==> config.mk <==
export PLATFORM = sky130hd
export DESIGN_NAME = id_ex_stage
export DESIGN_NICKNAME = d
export VERILOG_FILES = /design/src/rtl/mips_pkg.sv /design/src/rtl/load_use_detect.sv /design/src/rtl/id_ex_stage.sv
export SDC_FILE = /design/constraint.sdc
export NUM_CORES = 1
export LEC_CHECK = 0
export CORE_ASPECT_RATIO = 1.25
export CORE_MARGIN = 5
export CORE_UTILIZATION = 45
export CTS_BUF_LIST = sky130_fd_sc_hd__clkbuf_8 sky130_fd_sc_hd__clkbuf_16
export CTS_CLUSTER_DIAMETER = 120
export CTS_CLUSTER_SIZE = 8
export DETAILED_ROUTE_END_ITERATION = 6
export PLACE_DENSITY = 0.86
export SKIP_CTS_REPAIR_TIMING = 1
export SLEW_MARGIN = 10
export SYNTH_ARGS = -nofsm -noshare
export SYNTH_HDL_FRONTEND = slang
export SYNTH_HIERARCHICAL = 1
export SYNTH_SLANG_ARGS = --single-unit
==> constraint.sdc <==
create_clock -name clk -period 6.09 [get_ports clk]
set_clock_uncertainty 0.15 [all_clocks]
set_input_delay 1.218 -clock clk [delete_from_list [all_inputs] [get_ports clk]]
set_output_delay 1.218 -clock clk [all_outputs]
set_load 0.01 [all_outputs]
==> src/rtl/mips_pkg.sv <==
// Shared MIPS pipeline definitions: opcodes, ALUop encodings and the
// decoded control bundle carried down the pipeline.
package mips_pkg;

    localparam logic [5:0] OP_RTYPE = 6'b000000;
    localparam logic [5:0] OP_LW    = 6'b100011;
    localparam logic [5:0] OP_SW    = 6'b101011;
    localparam logic [5:0] OP_BEQ   = 6'b000100;

    localparam logic [1:0] ALUOP_ADD   = 2'b00;
    localparam logic [1:0] ALUOP_SUB   = 2'b01;
    localparam logic [1:0] ALUOP_FUNCT = 2'b10;

    typedef struct packed {
        logic       regdst;
        logic       branch;
        logic       memread;
        logic       memtoreg;
        logic       memwrite;
        logic       alusrc;
        logic       regwrite;
        logic [1:0] aluop;
    } ctrl_t;

    localparam ctrl_t CTRL_NOP = '0;

endpackage

==> src/rtl/load_use_detect.sv <==
// Load-use hazard compare between the load sitting in ID/EX and the
// instruction currently in ID. Purely combinational.
module load_use_detect #(
    parameter int REG_AW = 5
) (
    input  logic              id_valid,
    input  logic              ex_valid,
    input  logic              ex_memread,
    input  logic [REG_AW-1:0] ex_rt,
    input  logic [REG_AW-1:0] id_rs,
    input  logic [REG_AW-1:0] id_rt,
    input  logic              id_alusrc,
    input  logic              id_memwrite,
    input  logic              id_branch,
    output logic              hazard
);

    logic rt_is_read;
    logic rs_match;
    logic rt_match;

    // rt is a source for R-type, store data and branch compare; for
    // immediate forms it is only a destination and cannot conflict.
    assign rt_is_read = !id_alusrc | id_memwrite | id_branch;
    assign rs_match   = (ex_rt == id_rs);
    assign rt_match   = (ex_rt == id_rt) & rt_is_read;

    assign hazard = id_valid & ex_valid & ex_memread & (ex_rt != '0)
                  & (rs_match | rt_match);

endmodule

==> src/rtl/id_ex_stage.sv <==
// ID/EX pipeline register with load-use stall and bubble insertion.
// Optional BUBBLE_CNT_EN adds a saturating count of inserted bubbles.
module id_ex_stage
    import mips_pkg::*;
#(
    parameter int DATA_W = 32,
    parameter int REG_AW = 5
) (
    input  logic              clk,
    input  logic              reset,
    input  logic              id_valid,
    input  logic              id_regdst,
    input  logic              id_branch,
    input  logic              id_memread,
    input  logic              id_memtoreg,
    input  logic              id_memwrite,
    input  logic              id_alusrc,
    input  logic              id_regwrite,
    input  logic [1:0]        id_aluop,
    input  logic [DATA_W-1:0] id_rs_data,
    input  logic [DATA_W-1:0] id_rt_data,
    input  logic [15:0]       id_imm,
    input  logic [REG_AW-1:0] id_rs,
    input  logic [REG_AW-1:0] id_rt,
    input  logic [REG_AW-1:0] id_rd,
    input  logic [DATA_W-1:0] id_pc4,
    input  logic              flush,
    input  logic              ex_hold,
    output logic              stall_id,
    output logic              ex_valid,
    output logic              ex_regdst,
    output logic              ex_branch,
    output logic              ex_memread,
    output logic              ex_memtoreg,
    output logic              ex_memwrite,
    output logic              ex_alusrc,
    output logic              ex_regwrite,
    output logic [1:0]        ex_aluop,
    output logic [DATA_W-1:0] ex_rs_data,
    output logic [DATA_W-1:0] ex_rt_data,
    output logic [DATA_W-1:0] ex_imm,
    output logic [DATA_W-1:0] ex_pc4,
    output logic [REG_AW-1:0] ex_rs,
    output logic [REG_AW-1:0] ex_rt,
    output logic [REG_AW-1:0] ex_rd
`ifdef BUBBLE_CNT_EN
    ,
    output logic [15:0]       bubble_cnt
`endif
);

    ctrl_t             id_ctrl;
    ctrl_t             ctrl_d,    ctrl_q;
    logic              valid_d,   valid_q;
    logic [DATA_W-1:0] rs_data_d, rs_data_q;
    logic [DATA_W-1:0] rt_data_d, rt_data_q;
    logic [DATA_W-1:0] imm_d,     imm_q;
    logic [DATA_W-1:0] pc4_d,     pc4_q;
    logic [REG_AW-1:0] rs_d,      rs_q;
    logic [REG_AW-1:0] rt_d,      rt_q;
    logic [REG_AW-1:0] rd_d,      rd_q;
    logic [DATA_W-1:0] imm_ext;
    logic              hazard;
    logic              bubble_ins;

    assign id_ctrl = '{regdst:   id_regdst,   branch:   id_branch,
                       memread:  id_memread,  memtoreg: id_memtoreg,
                       memwrite: id_memwrite, alusrc:   id_alusrc,
                       regwrite: id_regwrite, aluop:    id_aluop};

    assign imm_ext = {{(DATA_W-16){id_imm[15]}}, id_imm};

    load_use_detect #(.REG_AW(REG_AW)) u_load_use_detect (
        .id_valid    (id_valid),
        .ex_valid    (valid_q),
        .ex_memread  (ctrl_q.memread),
        .ex_rt       (rt_q),
        .id_rs       (id_rs),
        .id_rt       (id_rt),
        .id_alusrc   (id_alusrc),
        .id_memwrite (id_memwrite),
        .id_branch   (id_branch),
        .hazard      (hazard)
    );

    // A flush kills the ID instruction, so there is nothing left to hold.
    assign stall_id = (hazard | ex_hold) & !flush;

    always_comb begin
        // NOTE: every output gets a default before any branch, so no path
        // leaves a variable unassigned and no latch is inferred.
        valid_d    = valid_q;
        ctrl_d     = ctrl_q;
        rs_data_d  = rs_data_q;
        rt_data_d  = rt_data_q;
        imm_d      = imm_q;
        pc4_d      = pc4_q;
        rs_d       = rs_q;
        rt_d       = rt_q;
        rd_d       = rd_q;
        bubble_ins = 1'b0;

        if (flush) begin
            valid_d    = 1'b0;
            ctrl_d     = CTRL_NOP;
            bubble_ins = 1'b1;
        end else if (ex_hold) begin
            // contents frozen by the defaults above
        end else if (hazard) begin
            valid_d    = 1'b0;
            ctrl_d     = CTRL_NOP;
            bubble_ins = 1'b1;
        end else begin
            valid_d   = id_valid;
            ctrl_d    = id_valid ? id_ctrl : CTRL_NOP;
            rs_data_d = id_rs_data;
            rt_data_d = id_rt_data;
            imm_d     = imm_ext;
            pc4_d     = id_pc4;
            rs_d      = id_rs;
            rt_d      = id_rt;
            rd_d      = id_rd;
        end
    end

    // NOTE: registered state uses non-blocking assignments so every flop
    // samples its _d value from before the edge.
    always_ff @(posedge clk) begin
        if (reset) begin
            valid_q   <= 1'b0;
            ctrl_q    <= CTRL_NOP;
            rs_data_q <= '0;
            rt_data_q <= '0;
            imm_q     <= '0;
            pc4_q     <= '0;
            rs_q      <= '0;
            rt_q      <= '0;
            rd_q      <= '0;
        end else begin
            valid_q   <= valid_d;
            ctrl_q    <= ctrl_d;
            rs_data_q <= rs_data_d;
            rt_data_q <= rt_data_d;
            imm_q     <= imm_d;
            pc4_q     <= pc4_d;
            rs_q      <= rs_d;
            rt_q      <= rt_d;
            rd_q      <= rd_d;
        end
    end

`ifdef BUBBLE_CNT_EN
    logic [15:0] bubble_cnt_d, bubble_cnt_q;

    always_comb begin
        bubble_cnt_d = bubble_cnt_q;
        if (bubble_ins && (bubble_cnt_q != 16'hFFFF)) begin
            bubble_cnt_d = bubble_cnt_q + 16'd1;
        end
    end

    always_ff @(posedge clk) begin
        if (reset) begin
            bubble_cnt_q <= '0;
        end else begin
            bubble_cnt_q <= bubble_cnt_d;
        end
    end

    assign bubble_cnt = bubble_cnt_q;
`else
    logic unused_bubble;
    assign unused_bubble = bubble_ins;
`endif

    assign ex_valid    = valid_q;
    assign ex_regdst   = ctrl_q.regdst;
    assign ex_branch   = ctrl_q.branch;
    assign ex_memread  = ctrl_q.memread;
    assign ex_memtoreg = ctrl_q.memtoreg;
    assign ex_memwrite = ctrl_q.memwrite;
    assign ex_alusrc   = ctrl_q.alusrc;
    assign ex_regwrite = ctrl_q.regwrite;
    assign ex_aluop    = ctrl_q.aluop;
    assign ex_rs_data  = rs_data_q;
    assign ex_rt_data  = rt_data_q;
    assign ex_imm      = imm_q;
    assign ex_pc4      = pc4_q;
    assign ex_rs       = rs_q;
    assign ex_rt       = rt_q;
    assign ex_rd       = rd_q;

endmodule

==> results.toml <==
[die]
core_area_um2 = 14300
start_util_pct = 45.5
fp.dieH_um = 144
rows = 49
die_width_um = 118
die_area_um2 = 17000
io_pins = 295

[critical_path]
endpoint_kind = "output port"
path_max_fanout = 2
crit_type = "in2out"
startpoint_type = "input port"
required_ps = 4720
critPathMaxStageDelay_ps = 560
critical-path-slowest-cell = "clkdlybuf4s50_1"
crit_chain = "clkdlybuf4s50_1 -> xor2_1 -> nor3_1 -> nand3_1 -> a21oi_4 -> nor2_1 -> nor2_1 -> clkdlybuf4s50_1"
critPathArrivalTime_ps = 3190

[place]
gp_congestion = 0.843
dp_cells = 1030
dpl_cell_area_um2 = 9120
dp_hpwl_um = 12500
io_buffers = 294
place_ws_ps = 1550

[global_route]
grt_antenna_before_repair = 0
grt_pass1_wl_um = 30200
grt_use_total_pct = 21.7
grt_max_degree = 257
grt_pass1_vias = 5716
overflow = 0

[clocking]
clock_path_buffers = 2
clock_latency_ps = 420
clk_pin_slew_ps = 50
clockRootBuffer = "clkbuf_16"
clock_sinks = 137
cts_buffers = 17
htree_levels = 4
cts_tree = "yes"

[logic_synthesis]
synthCells = 668
yosysSeqAreaShare_pct = 42.2
synth.top_cell.area_share_pct = 42.2
ys_ff_latch = 137
synth_top_cell_by_area = "dfxtp_1"
avgSynthCellArea_um2 = 9.74
syn_nets = 809
ys_warn_count = 6
synth_area_um2 = 6500
synth_area_leaders = "dfxtp_1, or4b_1, o31ai_1, a21oi_1, clkbuf_1"
synth_cell_types = 23

[timing]
post-route-min-period_ps = 4560
fin_ws_ps = 1530
clock.fmax_ghz = 0.219
hold_slack_ps = 314
tns_ps = 0
finalCritPeriodShare_pct = 74.8
rsz0062_at_grt = "false"
slew_headroom_pct = 27.6
hold_viol_final = 0
slew_viol_final = 0
setup_viol = 0
tightest_slew_ps = 1090

[layout]
drive_gt1_share_pct = 4.75
diodes = 0
mostFrequentLayoutCells = "clkdlybuf4s50_1, dfxtp_1, a21oi_1, or4b_1, o31ai_1"
synthToLayoutAreaGrowth_pct = 49.6
final_common_cell = "clkdlybuf4s50_1"
final_nets = 1012
stdcell_count = 1062
final_area_um2 = 9730

[drt]
drtIter0Drc = 494
wirelength_um = 19700
drc_errors = 0
ant_nets = 0
wl_per_cell_um = 18.6
dr.pass1.iters = 4
vias_per_cell = 5.83
vias = 6188

[flow_run]
maxCapViolCount = 0

[power]
vdd_ir_drop_max_v = 0.000181
power.static_leakage_nw = 3.42
pwr_density_cell_nw_per_um2 = 243

[hold_path]
min_path_type = "reg2reg"

[status]
status = "complete, no violations"
worst max-delay path: cells and delay by family:
| family | cells | cell delay (ps) |
|---|---|---|
| and+or+nand+nor | 4 | 560 |
| AOI/OAI and AO/OA | 1 | 230 |
| buffers and inverters | 2 | 1020 |
| xor gates and xnor gates | 1 | 170 |
synthesized netlist by cell type:
cell type    n
nor4_4       1
a21oi_1    129
nor3_1       1
clkbuf_1    59
dfxtp_1    137
buf_4       21
buf_2       22
nor4_1       1
nand3_1      1
a211oi_1     1
or4b_1     127
or4_1        1
buf_1        3
buf_6       10
o31ai_1    127
nor3b_2      1
nand2_1      2
o2111ai_1    1
xnor2_1      2
or3b_1       1
a32o_1       9
nor2_1       3
xor2_1       8
state kept, by name, summed over array words and instances (netlist names), 2 cells and up:
register	flops
ex_rt_data	32
ex_imm	16
ex_rd	5
ex_rs	5
ex_rs_data	32
ex_aluop	2
ex_pc4	32
ex_rt	5
cell type report:
cell class,instances,area (µm²)
Clock inverter,12,149
Timing Repair Buffer,299,2990
Clock buffer,20,467
Fill cell,1125,4550
Multi-Input combinational cell,416,3160
Sequential cell,137,2740
Tap cell,178,223
path summary, 6_finish.rpt:
check | start | endpoint | slack, ps | depth (start not counted)
max | id_rs[3] | stall_id | 1530 | 8
min | ex_rt_data[0] | ex_rt_data[0] | 310 | 2
max reg2reg | ex_rt[0] | ex_pc4[5] | 3210 | 6
min reg2reg | ex_rt_data[0] | ex_rt_data[0] | 310 | 2
cell families (layout without fill, tap and decap cells):
| logic type | Yosys count | after routing | share of synthesized area (%) |
|---|---|---|---|
| AO/OA/AOI/OAI | 267 | 267 | 26.2 |
| XOR/XNOR | 10 | 10 | 1.35 |
| buffers and inverters | 115 | 331 | 9.42 |
| flip-flops | 137 | 137 | 42.2 |
| AND/OR/NAND/NOR | 139 | 139 | 20.9 |
stage by stage:
stage	total power, mW	util [%]
final	2.36	68.1
after global routing	2.45	68.1
after CTS	2.39	68.1
after detailed placement	1.32	63.8
after global placement	1.32	63.8
after floorplan	1.13	-
report_power, final:
part	total, mW	internal [mW]	switching [mW]
Sequential	0.960	0.937	0.0232
Combinational	0.346	0.201	0.144
Clock	1.06	0.674	0.384
layer usage:
| layer | up-vias | global-route usage, % | share of wire (%) |
|---|---|---|---|
| li1 | 3055 | - | - |
| met1 | 2883 | 25.3 | 40 |
| met2 | 214 | 37.0 | 50 |
| met3 | 36 | 6.49 | 7.5 |
| met4 | 0 | 10.0 | 3.1 |
| met5 | - | 0 | 0 |
(Power assumes the default switching activity.)
